File: config.mk
export PLATFORM = sky130hd
export DESIGN_NAME = wt_dcache_repl_sched
export DESIGN_NICKNAME = d
export VERILOG_FILES = /design/src/rtl/wt_cache_pkg.sv /design/src/rtl/wt_dcache_repl_fifo.sv /design/src/rtl/wt_dcache_repl_sched.sv
export SDC_FILE = /design/constraint.sdc
export NUM_CORES = 1
export LEC_CHECK = 0
export CAP_MARGIN = 20
export CORE_MARGIN = 2
export CORE_UTILIZATION = 40
export CTS_CLUSTER_DIAMETER = 120
export DETAILED_ROUTE_END_ITERATION = 10
export PLACE_DENSITY_LB_ADDON = 0.08
export SETUP_SLACK_MARGIN = 0.02
export SYNTH_ARGS = -nofsm -noshare
export SYNTH_HDL_FRONTEND = slang
export SYNTH_HIERARCHICAL = 1
export SYNTH_SLANG_ARGS = --single-unit
File: constraint.sdc
create_clock -name clk_i -period 7.24 [get_ports clk_i]
set_input_delay 1.448 -clock clk_i [delete_from_list [all_inputs] [get_ports clk_i]]
set_output_delay 1.448 -clock clk_i [all_outputs]
set_load 0.05 [all_outputs]
File: src/rtl/wt_cache_pkg.sv
// Shared write-through dcache types: set/way geometry, PLRU update record and
// the replacement scheduler state encoding.
package wt_cache_pkg;

  localparam int unsigned DCACHE_SET_ASSOC    = 4;
  localparam int unsigned DCACHE_CL_IDX_WIDTH = 8;
  localparam int unsigned DCACHE_WAY_WIDTH    = $clog2(DCACHE_SET_ASSOC);

  typedef struct packed {
    logic [DCACHE_CL_IDX_WIDTH-1:0] idx;
    logic [DCACHE_WAY_WIDTH-1:0]    way;
  } repl_upd_t;

  typedef enum logic [1:0] {
    IDLE  = 2'd0,
    FLUSH = 2'd1,
    ACK   = 2'd2
  } repl_sched_state_e;

endpackage

File: src/rtl/wt_dcache_repl_fifo.sv
// Small synchronous queue of PLRU hit updates; a push into a full queue is
// accepted when the head pops in the same cycle.
module wt_dcache_repl_fifo
  import wt_cache_pkg::*;
#(
  parameter int unsigned FifoDepth = 4
) (
  input  logic      clk_i,
  input  logic      rst_i,
  input  logic      clear_i,
  input  logic      push_i,
  input  logic      pop_i,
  input  repl_upd_t data_i,
  output repl_upd_t data_o,
  output logic      full_o,
  output logic      empty_o
);

  localparam int unsigned PtrW = $clog2(FifoDepth);
  localparam int unsigned CntW = PtrW + 1;

  repl_upd_t       mem_q [FifoDepth];
  logic [PtrW-1:0] wptr_q, rptr_q;
  logic [CntW-1:0] cnt_q;
  logic            push_ok, pop_ok;

  assign full_o  = (cnt_q == CntW'(FifoDepth));
  assign empty_o = (cnt_q == '0);
  assign pop_ok  = pop_i & ~empty_o;
  assign push_ok = push_i & (~full_o | pop_ok);
  assign data_o  = mem_q[rptr_q];

  always_ff @(posedge clk_i) begin
    if (rst_i || clear_i) begin
      wptr_q <= '0;
      rptr_q <= '0;
      cnt_q  <= '0;
    end else begin
      if (push_ok) wptr_q <= wptr_q + 1'b1;
      if (pop_ok)  rptr_q <= rptr_q + 1'b1;
      case ({push_ok, pop_ok})
        2'b10:   cnt_q <= cnt_q + 1'b1;
        2'b01:   cnt_q <= cnt_q - 1'b1;
        default: cnt_q <= cnt_q;
      endcase
    end
  end

  // Storage needs no reset: the count alone decides what is valid.
  always_ff @(posedge clk_i) begin
    if (push_ok && !clear_i) mem_q[wptr_q] <= data_i;
  end

endmodule

File: src/rtl/wt_dcache_repl_sched.sv
// PLRU update scheduler: round-robin hit arbitration into a FIFO, same-cycle
// miss pass-through and flush sequencing. WT_DCACHE_REPL_STATS_EN adds hit_drop_cnt_o.
//
// state | meaning
// IDLE  | normal traffic: arbitrate, enqueue, issue hits and misses
// FLUSH | one cycle: plru_flush_o, FIFO and RR pointer cleared, inputs ignored
// ACK   | one cycle: flush_ack_o, inputs ignored
module wt_dcache_repl_sched
  import wt_cache_pkg::*;
#(
  parameter int unsigned NumPorts  = 3,
  parameter int unsigned FifoDepth = 4
) (
  input  logic                                               clk_i,
  input  logic                                               rst_i,
  input  logic [NumPorts-1:0]                                hit_req_i,
  input  logic [NumPorts-1:0][DCACHE_CL_IDX_WIDTH-1:0]       hit_idx_i,
  input  logic [NumPorts-1:0][DCACHE_WAY_WIDTH-1:0]          hit_way_i,
  input  logic                                               miss_req_i,
  input  logic [DCACHE_CL_IDX_WIDTH-1:0]                     miss_idx_i,
  input  logic                                               flush_req_i,
  output logic                                               flush_ack_o,
  output logic                                               plru_hit_o,
  output logic [DCACHE_CL_IDX_WIDTH-1:0]                     plru_hit_idx_o,
  output logic [DCACHE_WAY_WIDTH-1:0]                        plru_hit_way_o,
  output logic                                               plru_miss_o,
  output logic [DCACHE_CL_IDX_WIDTH-1:0]                     plru_miss_idx_o,
`ifdef WT_DCACHE_REPL_STATS_EN
  output logic [15:0]                                        hit_drop_cnt_o,
`endif
  output logic                                               plru_flush_o
);

  localparam int unsigned PtrW = (NumPorts > 1) ? $clog2(NumPorts) : 1;

  repl_sched_state_e state_q, state_d;
  logic [PtrW-1:0]   rr_q, rr_d, gnt_port, cand;
  logic              gnt_vld, idle, conflict, pop, push, accepted;
  logic              fifo_full, fifo_empty;
  repl_upd_t         head, push_data;
  int unsigned       p;

  assign idle     = (state_q == IDLE);
  assign conflict = miss_req_i & (miss_idx_i == head.idx);
  assign pop      = idle & ~fifo_empty & ~conflict;
  assign push     = idle & gnt_vld;
  assign accepted = push & (~fifo_full | pop);

  always_comb begin
    gnt_vld  = 1'b0;
    gnt_port = '0;
    cand     = '0;
    p        = 0;
    for (int unsigned i = 0; i < NumPorts; i++) begin
      p    = (32'(rr_q) + i) % NumPorts;
      cand = PtrW'(p);
      if (!gnt_vld && hit_req_i[cand]) begin
        gnt_vld  = 1'b1;
        gnt_port = cand;
      end
    end
  end

  assign push_data = '{idx: hit_idx_i[gnt_port], way: hit_way_i[gnt_port]};

  always_comb begin
    state_d = state_q;
    rr_d    = rr_q;
    case (state_q)
      IDLE: begin
        if (push) rr_d = (gnt_port == PtrW'(NumPorts - 1)) ? '0 : gnt_port + 1'b1;
        if (flush_req_i) state_d = FLUSH;
      end
      FLUSH: begin
        rr_d    = '0;
        state_d = ACK;
      end
      ACK:     state_d = IDLE;
      default: state_d = IDLE;
    endcase
  end

  always_ff @(posedge clk_i) begin
    if (rst_i) begin
      state_q <= IDLE;
      rr_q    <= '0;
    end else begin
      state_q <= state_d;
      rr_q    <= rr_d;
    end
  end

  wt_dcache_repl_fifo #(
    .FifoDepth (FifoDepth)
  ) i_fifo (
    .clk_i   (clk_i),
    .rst_i   (rst_i),
    .clear_i (state_q == FLUSH),
    .push_i  (push),
    .pop_i   (pop),
    .data_i  (push_data),
    .data_o  (head),
    .full_o  (fifo_full),
    .empty_o (fifo_empty)
  );

  // Outputs are forced low while reset is held so the PLRU array sees nothing.
  assign plru_hit_o      = pop & ~rst_i;
  assign plru_hit_idx_o  = plru_hit_o ? head.idx : '0;
  assign plru_hit_way_o  = plru_hit_o ? head.way : '0;
  assign plru_miss_o     = miss_req_i & idle & ~rst_i;
  assign plru_miss_idx_o = miss_idx_i;
  assign plru_flush_o    = (state_q == FLUSH) & ~rst_i;
  assign flush_ack_o     = (state_q == ACK) & ~rst_i;

`ifdef WT_DCACHE_REPL_STATS_EN
  logic [3:0]  req_cnt, drop_num;
  logic [16:0] cnt_sum;
  logic [15:0] drop_cnt_q;

  always_comb begin
    req_cnt = '0;
    for (int unsigned i = 0; i < NumPorts; i++) req_cnt = req_cnt + 4'(hit_req_i[i]);
  end

  assign drop_num = idle ? (req_cnt - 4'(accepted)) : 4'd0;
  assign cnt_sum  = {1'b0, drop_cnt_q} + 17'(drop_num);

  always_ff @(posedge clk_i) begin
    if (rst_i) drop_cnt_q <= '0;
    else       drop_cnt_q <= cnt_sum[16] ? 16'hFFFF : cnt_sum[15:0];
  end

  assign hit_drop_cnt_o = drop_cnt_q;
`endif

endmodule

==> flow_metrics.env, run 1 <==
export IMPL_outcome="finished, final reports clean"
export IMPL_register_area_mm2=0.00146
export IMPL_grt_max_degree=23
export IMPL_initial_standard_cell_utilization_of_the_core=0.418
export IMPL_fin_tns_setup_ns=0
export IMPL_final_max_slew_violation_count=0
export IMPL_multi_input_area_mm2=0.00129
export IMPL_max_clock_freq_ghz=0.194
export IMPL_cellPowerDensity_mw_per_mm2=384
export IMPL_post_synth_inst_count=240
export IMPL_postSynthNetCount=295
export IMPL_die_width_um=89.0
export IMPL_global_route_overflow_total=0
export IMPL_fraction_of_layout_cells_with_a_size_suffix_above_1=0.114
export IMPL_fin_crit_sh=0.712
export IMPL_route_detailed_drc=0
export IMPL_critPathCaptureType="output port"
export IMPL_fp_dieArea_mm2=0.00792
export IMPL_cts_made_buffers=5
export IMPL_syn_to_final_growth_pct=27.1
export IMPL_detail_route_antenna_nets=0
export IMPL_ff2ff_setup_slack_ns=3.00
export IMPL_fin_crit_ns=5.16
export IMPL_cts_h_tree_depth=2
export IMPL_numPortBuffers=66
export IMPL_required_ns=5.79
export IMPL_post_synth_cell_area_avg_um2=12.0
export IMPL_postLayoutCoreUtil=0.532
export IMPL_grt_util_all_layers=0.152
export IMPL_power_ir_vdd_worst_mv=0.217
export IMPL_gpl_final_weighted_congestion=0.751
export IMPL_criticalPathCategory="input pin to output port"
export IMPL_first_global_vias=1831
export IMPL_critical_path_arrival_ns=3.71
export IMPL_timing_hold_worst_endpoint="i_fifo/rptr_q[1]$_SDFFE_PP0P_"
export IMPL_detailroute_via_count=1980
export IMPL_worst_hold_path_num_cells=2
export IMPL_grt_setup_unrepaired="no"
export IMPL_route_final_wire_length_mm=5.68
export IMPL_std_cell_rows=30
export IMPL_core_region_area_mm2=0.00691
export IMPL_fill_cells=637
export IMPL_slew_headroom=0.388
export IMPL_clkSlewWorstSetupHoldPaths_ns=0.09
export IMPL_number_of_hold_buffers_added_after_cts=0
export IMPL_first_drt_pass_iteration_count=4
export IMPL_wire_length_of_the_first_global_routing_pass_mm=8.95
export IMPL_hold_path_class="flip-flop to flip-flop"
export IMPL_ff2ff_path_depth=12
export IMPL_final_nets=351
export IMPL_antennaDiodeCount=0
export IMPL_p_leak_nw=1.21
export IMPL_cts_tree="yes"
export IMPL_cts_setup_buffers=0
export IMPL_cts_num_sinks=53
export IMPL_fin_worst_skew_ns=0.00450
export IMPL_synth_cell_area_mm2=0.00289
export IMPL_root_driver="clkbuf_8"
export IMPL_setup_worst_path_start_class="input pin"
export IMPL_insertion_delay_ns=0.30
export IMPL_setup_violations_final=0
export IMPL_clockBufferDepth=2
export IMPL_cts_resized_gates=0
export IMPL_route_detailed_vias_per_inst=5.04
export IMPL_reg2reg_to="i_fifo/cnt_q[2]$_SDFFE_PP0P_"
export IMPL_slew_at_the_pin_closest_to_its_max_slew_limit_ns=0.913
export IMPL_reported_max_cap_violation_count=0
export IMPL_dr_first_iter_drc_count=75
export IMPL_timing_hold_worst_start="i_fifo/rptr_q[1]$_SDFFE_PP0P_"
export IMPL_routed_length_per_instance_um=14.5
export IMPL_post_dp_hpwl_mm=4.30
export IMPL_synth_yosys_warnings=6
export IMPL_ioPinCount=67
export IMPL_cp_max_fo=10
export IMPL_antenna_found_initial=0
export IMPL_number_of_hold_violations_in_the_final_report=0
export IMPL_die_outline_height_um=89.0
metal layers:
metal  wire length [um]  track usage  part of all wire
met4                 50       0.0488            0.0088
met3                270       0.0305             0.048
met5                  0            0                 0
met1               2790        0.207              0.49
met2               2570        0.246              0.45
layout by cell type (no fill, tap or decap), types with 2 or more instances in the layout:
cell              n
nor3b_1           3
nand3b_1          5
xor2_1            2
clkbuf_8          5
edfxtp_1         40
nor3_1            2
o21ai_0          18
inv_1             9
nor4_1            2
o21a_1            2
nor3b_2           4
dfxtp_1          13
nand2_1           8
a31oi_1          11
mux2i_1           5
buf_4             2
clkdlybuf4s50_1  66
mux4_2           10
nand3_1          11
nor2_1           17
clkinvlp_4        2
or3_1             2
nand4_1           2
mux2_4            2
nor2b_1           5
ha_1              9
a21oi_1           4
and2_1           10
xnor2_1           8
power by group:
part           internal, mW  total [mW]  switching, mW
sequential            0.489       0.530         0.0414
clock                0.0681       0.159         0.0905
combinational         0.284       0.720          0.436
worst max-delay path by stage:
stage / startpoint / end / slack, ns / cells past startpoint
after global routing: miss_idx_i[7] / plru_hit_way_o[0] / 1.89 / 8
after floorplan: miss_idx_i[7] / plru_hit_idx_o[0] / 2.73 / 6
after CTS: miss_idx_i[0] / plru_hit_way_o[0] / 2.06 / 8
final: miss_idx_i[7] / plru_hit_way_o[0] / 2.08 / 8
after global placement: miss_idx_i[0] / plru_hit_way_o[0] / 2.10 / 8
after detailed placement: miss_idx_i[0] / plru_hit_way_o[0] / 2.06 / 8
final cells by class:
type | instances | share of cell area
clock buffers | 6 | 0.0198
clock inverters | 2 | 0.00409
inverters | 9 | 0.00920
multi-input cells | 159 | 0.353
flip-flops and latches | 53 | 0.398
well taps | 96 | 0.0327
repair buffers | 68 | 0.184
critical path, cell delays in order:
cell,delay (ns)
clkdlybuf4s50_1,0.44
xnor2_1,0.14
nand4_1,0.11
nor3_1,0.08
nor4_1,0.32
buf_4,0.23
and2_1,0.14
clkdlybuf4s50_1,0.80
sequential cells by signal (all words and copies together), names as in the netlist, named ones only:
signal / count
i_fifo/rptr_q: 2
rr_q: 2
i_fifo/mem_q: 40
state_q: 2
i_fifo/cnt_q: 3
i_fifo/wptr_q: 2
stage by stage:
step | power, mW | instances | setup slack (ns) | hold slack (ns) | cell area (um2)
after detailed placement | 1.27 | 385 | 2.06 | 0.489 | 3590
after CTS | 1.43 | 393 | 2.06 | 0.504 | 3670
after global placement | 1.26 | 385 | 2.10 | 0.468 | 3590
final | 1.41 | 393 | 2.08 | 0.503 | 3670
after global routing | 1.52 | 393 | 1.89 | 0.548 | 3670
after floorplan | 1.07 | 240 | 2.73 | 0.453 | 2890
(Power assumes the default switching activity.)
==> run 2: changes to the inputs <==
==> constraint.sdc (replaced) <==
create_clock -name clk_i -period 4.6 [get_ports clk_i]
set_input_delay 0.92 -clock clk_i [delete_from_list [all_inputs] [get_ports clk_i]]
set_output_delay 0.92 -clock clk_i [all_outputs]
set_load 0.05 [all_outputs]
==> run 2 against run 1 <==
Against the previous run: critical path depth increased by 5; clock skew shrank 0.0025 ns; critical path type is now flip-flop to flip-flop; clock power grew 65%; setup slack lost 1.2 ns; utilization rose by 1.9 points; register-to-register slack worse by 2.1 ns; count of clock-buffer cells in the layout fell by 1.
==> flow_metrics.env, run 2 (synthesis results as in run 1) <==
export IMPL_outcome="finished, final reports clean"
export IMPL_library_cell_appearing_most_often_on_the_critical_path="nor3_1"
export IMPL_cts_setup_buffers=0
export IMPL_route_detailed_vias_per_inst=5.10
export IMPL_largest_reg_flops=40
export IMPL_dr_first_iter_drc_count=88
export IMPL_grt_setup_unrepaired="no"
export IMPL_detail_route_antenna_nets=0
export IMPL_syn_to_final_growth_pct=31.6
export IMPL_reported_max_cap_violation_count=0
export IMPL_routed_length_per_instance_um=14.3
export IMPL_post_dp_hpwl_mm=4.27
export IMPL_cts_num_sinks=53
export IMPL_global_route_overflow_total=0
export IMPL_cts_h_tree_depth=2
export IMPL_antenna_found_initial=0
export IMPL_first_global_vias=1911
export IMPL_fin_worst_skew_ns=0.00195
export IMPL_fraction_of_layout_cells_with_a_size_suffix_above_1=0.156
export IMPL_root_driver="clkbuf_8"
export IMPL_p_leak_nw=1.29
export IMPL_ioPinCount=67
export IMPL_slew_headroom=0.631
export IMPL_die_outline_height_um=89.0
export IMPL_number_of_hold_buffers_added_after_cts=0
export IMPL_postLayoutCoreUtil=0.551
export IMPL_max_clock_freq_ghz=0.270
export IMPL_critPathCaptureType="flip-flop"
export IMPL_numPortBuffers=66
export IMPL_insertion_delay_ns=0.30
export IMPL_slowest_cell_on_the_critical_path="mux4_2"
export IMPL_fin_tns_setup_ns=0
export IMPL_largestRegisters="i_fifo/mem_q x40, i_fifo/cnt_q x3"
export IMPL_die_width_um=89.0
export IMPL_final_max_slew_violation_count=0
export IMPL_post_dp_cell_area_mm2=0.00371
export IMPL_criticalPathCategory="flip-flop to flip-flop"
export IMPL_route_final_wire_length_mm=5.70
export IMPL_core_region_area_mm2=0.00691
export IMPL_antennaDiodeCount=0
export IMPL_first_drt_pass_iteration_count=4
export IMPL_layout_cells_most_common="clkdlybuf4s50_1"
export IMPL_wire_length_of_the_first_global_routing_pass_mm=9.19
export IMPL_grt_max_degree=23
export IMPL_clkSlewWorstSetupHoldPaths_ns=0.09
export IMPL_cts_tree="yes"
export IMPL_number_of_hold_violations_in_the_final_report=0
export IMPL_fin_crit_ns=3.71
export IMPL_cts_made_buffers=5
export IMPL_timing_critical_path_slowest_cell_delay_ns=0.59
export IMPL_fin_crit_sh=0.806
export IMPL_cellPowerDensity_mw_per_mm2=604
export IMPL_grt_util_all_layers=0.154
export IMPL_regMostFlops="i_fifo/mem_q"
export IMPL_total_power_draw_mw=2.30
export IMPL_std_cell_rows=30
export IMPL_power_ir_vdd_worst_mv=0.451
export IMPL_path_delay_family="simple AND/OR/NAND/NOR gates"
export IMPL_slew_at_the_pin_closest_to_its_max_slew_limit_ns=0.552
export IMPL_route_detailed_drc=0
export IMPL_clockBufferDepth=2
export IMPL_final_nets=356
export IMPL_gpl_final_weighted_congestion=0.738
export IMPL_initial_standard_cell_utilization_of_the_core=0.418
export IMPL_worstPathBufferInverterCount=2
export IMPL_required_ns=4.84
export IMPL_fp_dieArea_mm2=0.00792
export IMPL_final_cell_mix="55 x clkdlybuf4s50_1, 40 x edfxtp_1, 18 x o21ai_0"
export IMPL_hold_path_class="flip-flop to flip-flop"
export IMPL_critical_path_arrival_ns=3.95
export IMPL_cts_resized_gates=0
export IMPL_setup_worst_path_start_class="flip-flop"
export IMPL_crit_path_cell_trace="buf_4 > mux4_2 > xnor2_1 > nand4_1 > nor3_1 > nor3_1 > o41ai_4 > ha_1 > inv_1 > fa_1 > xor2_1 > or3_1 > a21oi_1"
export IMPL_setup_violations_final=0
export IMPL_final_cell_area_mm2=0.00380
export IMPL_detailroute_via_count=2031
export IMPL_cp_max_fo=10
==> run 2: changes by cell type in the layout (fill, tap and decap cells not counted), moves of 4 or more <==
cell	change
clkdlybuf4s50_1	-11
nor3b_1	+4
nor3b_2	-4
buf_4	+5
buf_12	+11
==> run 2: worst paths after layout <==
kind / slack [ns] / cells after the start / start / to
max: 0.89 / 13 / flip-flop / i_fifo/cnt_q[2]$_SDFFE_PP0P_
min: 0.50 / 2 / i_fifo/rptr_q[1]$_SDFFE_PP0P_ / i_fifo/rptr_q[1]$_SDFFE_PP0P_
max reg2reg: 0.89 / 13 / flip-flop / i_fifo/cnt_q[2]$_SDFFE_PP0P_
min reg2reg: 0.50 / 2 / i_fifo/rptr_q[1]$_SDFFE_PP0P_ / i_fifo/rptr_q[1]$_SDFFE_PP0P_
==> run 2: where the power goes <==
group	switching (mW)	internal, mW	total, mW	leakage, nW
combinational	0.710	0.510	1.22	0.770
clock	0.155	0.108	0.263	0.0445
sequential	0.0477	0.767	0.815	0.473
==> run 2: layout make-up <==
type / instances / area, um2
inverters: 9 / 33.8
well taps: 96 / 120
repair buffers: 73 / 823
fillers: 622 / 3100
flip-flops and latches: 53 / 1460
multi-input cells: 159 / 1270
clock buffers: 5 / 68.8
clock inverters: 3 / 21.3
==> run 2: layer usage <==
layer	vias up	share of wire	GRT usage	wire length [um]
li1	1013	-	-	-
met1	945	0.48	0.215	2750
met2	68	0.45	0.246	2560
met3	5	0.056	0.0295	321
met4	0	0.013	0.0448	74
met5	-	0	0	0
==> run 2: per-stage QoR <==
step	setup WS, ns	hold WS, ns	instances
after floorplan	0.925	0.453	240
after global placement	0.604	0.476	390
after detailed placement	0.543	0.482	390
after CTS	0.819	0.501	398
after global routing	0.535	0.528	398
final	0.891	0.496	398
==> run 2: tightest hold or removal path: stages (launching register included) <==
cell	delay (ns)
dfxtp_1	0.32
o21ai_0	0.06
a21oi_1	0.07
